--- src/rtl/safe_bus_pkg.sv ---
// Shared types for the bus-redundancy controller: OBI request/response
// structs, the operating-mode and handshake-state enums, and the "no hart" index.
package safe_bus_pkg;

  typedef struct packed {
    logic        req;
    logic        we;
    logic [3:0]  be;
    logic [31:0] addr;
    logic [31:0] wdata;
  } obi_req_t;

  typedef struct packed {
    logic        gnt;
    logic        rvalid;
    logic [31:0] rdata;
  } obi_resp_t;

  typedef enum logic [1:0] {
    INDEP = 2'd0,
    DMR   = 2'd1,
    TMR   = 2'd2
  } mode_e;

  typedef enum logic [1:0] {
    RUN,
    DRAIN,
    SYNC,
    SWITCH
  } state_e;

  localparam logic [1:0]  NONE_HART = 2'd3;
  localparam int unsigned NCHAN     = 2;  // channel 0 = instruction, 1 = data

endpackage

--- src/rtl/safe_bus_voter.sv ---
// Generic-width 3-input bitwise majority voter.
// Also reports any disagreement and which single input is the odd one out.
module safe_bus_voter
  import safe_bus_pkg::*;
#(
  parameter int unsigned W = 32
) (
  input  logic [W-1:0] in0,
  input  logic [W-1:0] in1,
  input  logic [W-1:0] in2,
  output logic [W-1:0] maj,
  output logic         mismatch,
  output logic [1:0]   minority
);

  logic eq01, eq02, eq12;

  assign maj      = (in0 & in1) | (in0 & in2) | (in1 & in2);
  assign eq01     = (in0 == in1);
  assign eq02     = (in0 == in2);
  assign eq12     = (in1 == in2);
  assign mismatch = !(eq01 && eq02);

  // With all three different, no single hart can be blamed.
  always_comb begin
    minority = NONE_HART;
    if (eq01 && !eq02)
      minority = 2'd2;
    else if (eq02 && !eq01)
      minority = 2'd1;
    else if (eq12 && !eq01)
      minority = 2'd0;
  end

endmodule

--- src/rtl/safe_redundancy_bus_ctrl.sv ---
// Bus-redundancy controller: INDEP / DMR lockstep / TMR vote with a drain-and-sync mode switch.
// Define SAFE_BUS_TMR_VOTE_EN to compile in the TMR voter and fault_hart_o tracking.
module safe_redundancy_bus_ctrl
  import safe_bus_pkg::*;
#(
  parameter int unsigned NHARTS          = 3,
  parameter int unsigned MAX_OUTSTANDING = 4,
  parameter int unsigned CNT_W           = 8
) (
  input  logic              clk_i,
  input  logic              rst_ni,
  input  obi_req_t          core_instr_req_i  [NHARTS],
  input  obi_req_t          core_data_req_i   [NHARTS],
  output obi_resp_t         core_instr_resp_o [NHARTS],
  output obi_resp_t         core_data_resp_o  [NHARTS],
  output obi_req_t          bus_instr_req_o   [NHARTS],
  output obi_req_t          bus_data_req_o    [NHARTS],
  input  obi_resp_t         bus_instr_resp_i  [NHARTS],
  input  obi_resp_t         bus_data_resp_i   [NHARTS],
  input  logic              mode_req_i,
  input  logic [1:0]        mode_i,
  output logic              mode_ack_o,
  output logic              mode_err_o,
  output logic [1:0]        mode_o,
  input  logic [NHARTS-1:0] sleep_i,
  output logic              sync_irq_o,
  output logic [NHARTS-1:0] halt_o,
  input  logic              err_clr_i,
  output logic              error_o,
  output logic [1:0]        fault_hart_o,
  output logic [CNT_W-1:0]  mismatch_cnt_o
);

  localparam int unsigned    OCW     = $clog2(MAX_OUTSTANDING + 1);
  localparam logic [OCW-1:0] OUT_MAX = OCW'(MAX_OUTSTANDING);
`ifdef SAFE_BUS_TMR_VOTE_EN
  localparam bit TMR_OK = (NHARTS >= 3);
`else
  localparam bit TMR_OK = 1'b0;
`endif

  state_e     state_q, state_d;
  mode_e      mode_q;
  logic [1:0] target_q, target_d;
  logic       reject_q, reject_d;
  logic       ack_q, merr_q;
  logic       gate_all, all_idle, mode_bad;
  logic       dmr_mis, mismatch;
  logic       error_q, halt_q;
  logic [CNT_W-1:0] cnt_q;

  obi_req_t   core_req  [NCHAN][NHARTS];
  obi_req_t   bus_req   [NCHAN][NHARTS];
  obi_resp_t  bus_resp  [NCHAN][NHARTS];
  obi_resp_t  core_resp [NCHAN][NHARTS];
  obi_req_t   voted     [NCHAN];
  logic [NCHAN-1:0]             tmr_mis;
  logic [NCHAN-1:0][NHARTS-1:0] port_block;
  logic [OCW-1:0]               out_q [NCHAN][NHARTS];

  always_comb begin
    for (int h = 0; h < NHARTS; h++) begin
      core_req[0][h]       = core_instr_req_i[h];
      core_req[1][h]       = core_data_req_i[h];
      bus_resp[0][h]       = bus_instr_resp_i[h];
      bus_resp[1][h]       = bus_data_resp_i[h];
      core_instr_resp_o[h] = core_resp[0][h];
      core_data_resp_o[h]  = core_resp[1][h];
      bus_instr_req_o[h]   = bus_req[0][h];
      bus_data_req_o[h]    = bus_req[1][h];
    end
  end

  // In the redundant modes only port 0 is live, so every hart sees port 0's response and gating.
  always_comb begin
    for (int c = 0; c < NCHAN; c++) begin
      for (int h = 0; h < NHARTS; h++) begin
        port_block[c][h] = gate_all || (out_q[c][h] == OUT_MAX);
      end
      for (int h = 0; h < NHARTS; h++) begin
        bus_req[c][h]   = '0;
        core_resp[c][h] = '0;
        if (mode_q == INDEP) begin
          bus_req[c][h]       = core_req[c][h];
          core_resp[c][h]     = bus_resp[c][h];
          core_resp[c][h].gnt = bus_resp[c][h].gnt & ~port_block[c][h];
        end else begin
          if (h == 0)
            bus_req[c][0] = (mode_q == TMR) ? voted[c] : core_req[c][0];
          core_resp[c][h]     = bus_resp[c][0];
          core_resp[c][h].gnt = bus_resp[c][0].gnt & ~port_block[c][0];
        end
        if (port_block[c][h])
          bus_req[c][h].req = 1'b0;
      end
    end
  end

  always_ff @(posedge clk_i) begin
    for (int c = 0; c < NCHAN; c++) begin
      for (int h = 0; h < NHARTS; h++) begin
        if (!rst_ni || !(mode_q == INDEP || h == 0))
          out_q[c][h] <= '0;
        else if (bus_req[c][h].req && bus_resp[c][h].gnt && !bus_resp[c][h].rvalid)
          out_q[c][h] <= out_q[c][h] + OCW'(1);
        else if (!(bus_req[c][h].req && bus_resp[c][h].gnt) && bus_resp[c][h].rvalid
                 && out_q[c][h] != '0)
          out_q[c][h] <= out_q[c][h] - OCW'(1);
      end
    end
  end

  always_comb begin
    all_idle = 1'b1;
    for (int c = 0; c < NCHAN; c++)
      for (int h = 0; h < NHARTS; h++)
        if (out_q[c][h] != '0)
          all_idle = 1'b0;
  end

  assign mode_bad = (mode_i == 2'd3) || (mode_i == 2'd2 && !TMR_OK);

  always_comb begin
    state_d    = state_q;
    target_d   = target_q;
    reject_d   = reject_q;
    gate_all   = (state_q == DRAIN) || (state_q == SYNC);
    sync_irq_o = (state_q == SYNC);
    unique case (state_q)
      RUN: begin
        if (mode_req_i) begin
          target_d = mode_i;
          reject_d = mode_bad;
          if (mode_bad || mode_i == mode_q)
            state_d = SWITCH;
          else
            state_d = DRAIN;
        end
      end
      DRAIN:   if (all_idle) state_d = SYNC;
      SYNC:    if (&sleep_i) state_d = SWITCH;
      SWITCH:  state_d = RUN;
      default: state_d = RUN;
    endcase
  end

  always_ff @(posedge clk_i) begin
    if (!rst_ni) begin
      state_q  <= RUN;
      mode_q   <= INDEP;
      target_q <= 2'd0;
      reject_q <= 1'b0;
      ack_q    <= 1'b0;
      merr_q   <= 1'b0;
    end else begin
      state_q  <= state_d;
      target_q <= target_d;
      reject_q <= reject_d;
      ack_q    <= (state_q == SWITCH);
      merr_q   <= (state_q == SWITCH) && reject_q;
      if (state_q == SWITCH && !reject_q)
        mode_q <= mode_e'(target_q);
    end
  end

  // DMR compares whole request structs, but only in cycles where either hart is requesting.
  always_comb begin
    dmr_mis = 1'b0;
    for (int c = 0; c < NCHAN; c++)
      if ((core_req[c][0].req || core_req[c][1].req) && (core_req[c][0] != core_req[c][1]))
        dmr_mis = 1'b1;
    mismatch = (mode_q == DMR) ? dmr_mis : ((mode_q == TMR) ? |tmr_mis : 1'b0);
  end

  always_ff @(posedge clk_i) begin
    if (!rst_ni) begin
      error_q <= 1'b0;
      cnt_q   <= '0;
      halt_q  <= 1'b0;
    end else if (mismatch) begin
      error_q <= 1'b1;
      if (cnt_q != '1)
        cnt_q <= cnt_q + CNT_W'(1);
      if (mode_q == DMR)
        halt_q <= 1'b1;
    end else if (err_clr_i) begin
      error_q <= 1'b0;
      cnt_q   <= '0;
      halt_q  <= 1'b0;
    end
  end

`ifdef SAFE_BUS_TMR_VOTE_EN
  localparam int unsigned REQ_W = $bits(obi_req_t);
  logic [1:0] minority [NCHAN];
  logic [1:0] fault_d, fault_q;

  if (NHARTS >= 3) begin : g_vote
    for (genvar ch = 0; ch < NCHAN; ch++) begin : g_chan
      safe_bus_voter #(.W(REQ_W)) u_voter (
        .in0      (core_req[ch][0]),
        .in1      (core_req[ch][1]),
        .in2      (core_req[ch][2]),
        .maj      (voted[ch]),
        .mismatch (tmr_mis[ch]),
        .minority (minority[ch])
      );
    end
  end else begin : g_novote
    always_comb begin
      for (int c = 0; c < NCHAN; c++) begin
        voted[c]    = core_req[c][0];
        tmr_mis[c]  = 1'b0;
        minority[c] = NONE_HART;
      end
    end
  end

  // Two channels blaming different harts leave no single culprit.
  always_comb begin
    fault_d = NONE_HART;
    if (tmr_mis[0] && tmr_mis[1])
      fault_d = (minority[0] == minority[1]) ? minority[0] : NONE_HART;
    else if (tmr_mis[1])
      fault_d = minority[1];
    else if (tmr_mis[0])
      fault_d = minority[0];
  end

  always_ff @(posedge clk_i) begin
    if (!rst_ni)
      fault_q <= NONE_HART;
    else if (mode_q == TMR && mismatch)
      fault_q <= fault_d;
    else if (err_clr_i)
      fault_q <= NONE_HART;
  end

  assign fault_hart_o = fault_q;
`else
  always_comb begin
    for (int c = 0; c < NCHAN; c++) begin
      voted[c]   = core_req[c][0];
      tmr_mis[c] = 1'b0;
    end
  end

  assign fault_hart_o = NONE_HART;
`endif

  assign mode_o         = mode_q;
  assign mode_ack_o     = ack_q;
  assign mode_err_o     = merr_q;
  assign halt_o         = {NHARTS{halt_q}};
  assign error_o        = error_q;
  assign mismatch_cnt_o = cnt_q;

endmodule

--- config.mk ---
export PLATFORM = sky130hd
export DESIGN_NAME = safe_redundancy_bus_ctrl
export DESIGN_NICKNAME = d
export VERILOG_FILES = /design/src/rtl/safe_bus_pkg.sv /design/src/rtl/safe_bus_voter.sv /design/src/rtl/safe_redundancy_bus_ctrl.sv
export SDC_FILE = /design/constraint.sdc
export NUM_CORES = 1
export LEC_CHECK = 0
export BUFFER_PORTS_ARGS = -buffer_cell sky130_fd_sc_hd__buf_4
export CAP_MARGIN = 20
export CORE_AREA = 5 5 488 490
export DETAILED_ROUTE_END_ITERATION = 6
export DIE_AREA = 0 0 493 495
export GPL_ROUTABILITY_DRIVEN = 0
export PLACE_DENSITY = 0.3
export SKIP_LAST_GASP = 1
export SYNTH_ARGS = -nofsm -noshare
export SYNTH_HDL_FRONTEND = slang
export SYNTH_HIERARCHICAL = 1
export SYNTH_SLANG_ARGS = --single-unit
export TNS_END_PERCENT = 10
--- constraint.sdc ---
create_clock -name clk_i -period 2.15 [get_ports clk_i]
set_input_delay 0.43 -clock clk_i [delete_from_list [all_inputs] [get_ports clk_i]]
set_output_delay 0.43 -clock clk_i [all_outputs]
set_load 0.005 [all_outputs]
==> summary.md <==
| Metric | Value |
|---|---|
| Fill cell count | 27365 |
| Pwr/cell area | 365.9 mW/mm2 |
| Crit path max fanout | 4 |
| Final setup fails | 399 |
| Setup_tns | -48.63 ns |
| Outcome | finished with violations |
| Critical path arrival | about 2.1 ns |
| Antenna Nets Post-Route | 0 |
| Total CTS buffers | 5 |
| Lkg Pwr | approximately 11 nW |
| Routed vias/inst | approximately 2.7 |
| Reg2Reg Depth | 10 |
| Sequential cell area | ~930 um2 |
| Die W | slightly below 500 um |
| Post-Route WL | roughly 170 mm |
| Ports | between 1000 and 1500 |
| Required time worst endpoint | about 1.7 ns |
| Clk sinks | 37 |
| Fin. max-slew vios | 0 |
| Ys Warns | 6 |
| Mapped Area | approximately 0.0087 mm2 |
| Die area | about 0.24 mm2 |
| GRT overflow | 0 |
| CP Class | reg2out |
| Routed wire length per instance | 30.22 um |
| Synth top area share | between 10% and 20% |
| Vias in the first global route | 15649 |
| Pre-Repair DR Iteration Count | 5 |
| Worst hold path depth | 3 |
| Number of distinct library cells after synthesis | 55 |
| Clk buf depth | 2 |
| Max Cap Viol | 0 |
| Period Utilization, post-route | 118.8% |
| Root Driver | clkbuf_16 |
| Syn Area/Cell | between 6 and 7 um2 |
| Fmax | between 300 and 400 MHz |
| HPWL after detailed placement | 161.6 mm |
| Register area share after synthesis | between 10% and 20% |
| Hold WS | approximately 0.42 ns |
| CTS tree | built |
| Fin. Hold Viols | 0 |
| EDFF count, synth | 18 |
| Multi-input gate area | roughly 0.0064 mm2 |
| Yosys reg bits | 37 |
| Dominant cell type by area after synthesis | and2_1 |
| Core area | between 0.2 and 0.25 mm2 |
| Post-synthesis cell count | 1356 |
| Via count | around 15000 |
| Crit. End Element | output port |
| Failing checks | setup timing |
| Nets | around 3300 |
| Final core utilization | 10.28% |
| Post-synth ARST share | 0% |
| Clock latency on the worst-skew pair | around 0.29 ns |
| Worst path depth | 8 |
| First-pass GRT wire length | between 200 and 250 mm |
| Largest net degree at the start of global routing | 39 |
| Min-delay worst type | in2reg |
| Post-layout min period | about 2.6 ns |
| Slowest-stage cell, CP | or3_4 |
| Non-filler cells, final | ~5700 |
| CP peak stage delay | 0.44 ns |
| Worst-margin pin slew | around 0.55 ns |
| Cell Rows | approximately 180 |
| H-tree Lvls | 2 |
| Worst vdd ir | roughly 0.00025 V |
| Worst-path clk slew | 0.06 ns |
| Number of port buffers | about 1300 |
| Iter 0 DRT Violations | 953 |
| RSZ-0062 raised after global routing | yes |
| Placed insts | about 5700 |
| GR Util All Layers | around an eighth |
| WP buf/inv | 3 |
| Final setup skew | about 0.0081 ns |
| Ys flop type | dfxtp_1 |
| CP startpoint kind | flop |
| PnR worst setup slack | -0.4033 ns |
| Largest delay share family, worst path | simple AND/OR/NAND/NOR gates |
| Relative max-transition margin | between 60% and 70% |
| DRC Markers | 0 |
| Initial antenna violation count | ~160 |
| Initial Util | 3.718% |
| Area Overhead vs Synth | 176.6% |
| Proportion of layout cells with a drive suffix above 1 | about 63% |
| Synth area leaders | and2_1, buf_4, nand2_1 |
| Worst-path cell chain | inv_2 -> ha_4 -> buf_6 -> or3_4 -> a21oi_2 -> nand2_2 -> o21ai_0 -> buf_4 |
| Die Y | a little under 500 um |
-- power breakdown --
| part | internal, mW | switching (mW) |
|---|---|---|
| clock network | 0.440 | 0.333 |
| registers | 0.916 | 0.107 |
| logic | 3.63 | 3.36 |
| total | 4.99 | 3.80 |
-- metal layers --
metal / global-route usage, % / part of all wire (%) / up-vias
li1: - / - / 6751
met1: 14.90 / 38 / 7250
met2: 23.63 / 49 / 950
met3: 6.369 / 11 / 287
met4: 0.7346 / 1.1 / 124
met5: 0.7241 / 0.47 / -
-- area by class of cell --
type,count,share of cell area (%)
antenna,24,0.2499
clock buffer,6,0.5520
clock inverter,2,0.04166
inverter,60,0.9373
multi-input combinational,994,26.61
sequential,37,3.874
tap,3060,15.93
timing repair buffer,1557,51.80
-- worst paths after layout --
path	to	slack, ns	startpoint
setup reg to reg	out_q[0][5]	-0.33	state_q[1]
hold reg to reg	error_o	0.47	error_o
setup / recovery	core_instr_resp_o[33]	-0.40	state_q[1]
hold / removal	target_q[0]	0.42	mode_i[0]
-- through the flow --
| step | instance area, um2 | worst slack [ns] | total power, mW |
|---|---|---|---|
| 5_1_grt | 23990 | -0.4567 | 9.341 |
| 6_report | 24030 | -0.4033 | 8.793 |
| 2_1_floorplan | 8717 | -0.01302 | 3.020 |
| 3_3_place_gp | 22340 | -1.241 | 7.573 |
| 4_1_cts | 23280 | -0.4477 | 8.710 |
| 3_5_place_dp | 22340 | -1.277 | 7.572 |
-- synthesized netlist by cell type, types with 2 or more instances --
| cell type | count |
|---|---|
| nand2_1 | 357 |
| and2_1 | 269 |
| buf_4 | 209 |
| xnor2_1 | 69 |
| inv_1 | 60 |
| clkbuf_1 | 51 |
| nor2_1 | 37 |
| xor2_1 | 37 |
| a21oi_1 | 27 |
| nand4_1 | 24 |
| ha_1 | 23 |
| nor4_1 | 21 |
| dfxtp_1 | 19 |
| edfxtp_1 | 18 |
| nand3_1 | 11 |
| nand2b_1 | 10 |
| o21ai_0 | 9 |
| o22ai_1 | 9 |
| a221oi_1 | 7 |
| o2bb2ai_1 | 7 |
| a22o_1 | 6 |
| and3_1 | 6 |
| a31oi_1 | 5 |
| buf_1 | 5 |
| nor2b_1 | 5 |
| o22a_1 | 5 |
| or2_2 | 5 |
| or3_1 | 5 |
| a311oi_1 | 4 |
| o2111ai_1 | 4 |
| mux2i_1 | 3 |
| nor3_1 | 3 |
| a211oi_1 | 2 |
| and4_1 | 2 |
| o221ai_1 | 2 |
-- state kept, by name, summed over array words and instances (netlist names) --
signal and count:
error_o 1, halt_q 1, mismatch_cnt_o 8, mode_ack_o 1, mode_err_o 1, mode_o 2, out_q 18, reject_q 1
state_q 2, target_q 2
-- kinds of logic after synthesis --
logic type,share of synthesized area [%]
AND/OR/NAND/NOR,43.41
buffers and inverters,23.20
XOR/XNOR,10.69
AO/OA/AOI/OAI,8.166
flip-flops,10.60
adder cells (fa/ha/maj),3.543
multiplexers,0.3457
other,0.04317
-- worst min-delay path, stage by stage --
cell     delay [ns]
buf_4          0.12
nand3_1        0.06
a21oi_1        0.06
-- layout by cell type (no fill, tap or decap), types with 6 or more instances in the layout --
cell / count
nand2b_1: 10
buf_12: 12
and2_4: 23
a22o_1: 6
buf_8: 6
edfxtp_1: 18
o22ai_1: 9
nand2_2: 8
ha_1: 21
and2_1: 246
a221oi_1: 6
o2bb2ai_1: 7
dfxtp_1: 15
buf_4: 1475
nand2_4: 9
a21oi_1: 18
nor4_1: 16
inv_1: 58
nand2_1: 338
xor2_1: 35
nor2_1: 33
bufbuf_16: 6
nand4_1: 24
buf_6: 45
o21ai_0: 6
xnor2_2: 10
and3_1: 6
diode_2: 24
clkbuf_16: 12
xnor2_1: 58
a21oi_2: 6
buf_16: 6
-- repair_timing --
item	in CTS	in global routing
resized for setup	100	102
hold buffers	0	0
pin swaps	33	35
endpoints found under the setup margin	460	435
buffers inserted	15	9
gates cloned	7	7
No activity file was read; power rests on OpenSTA's default activity.
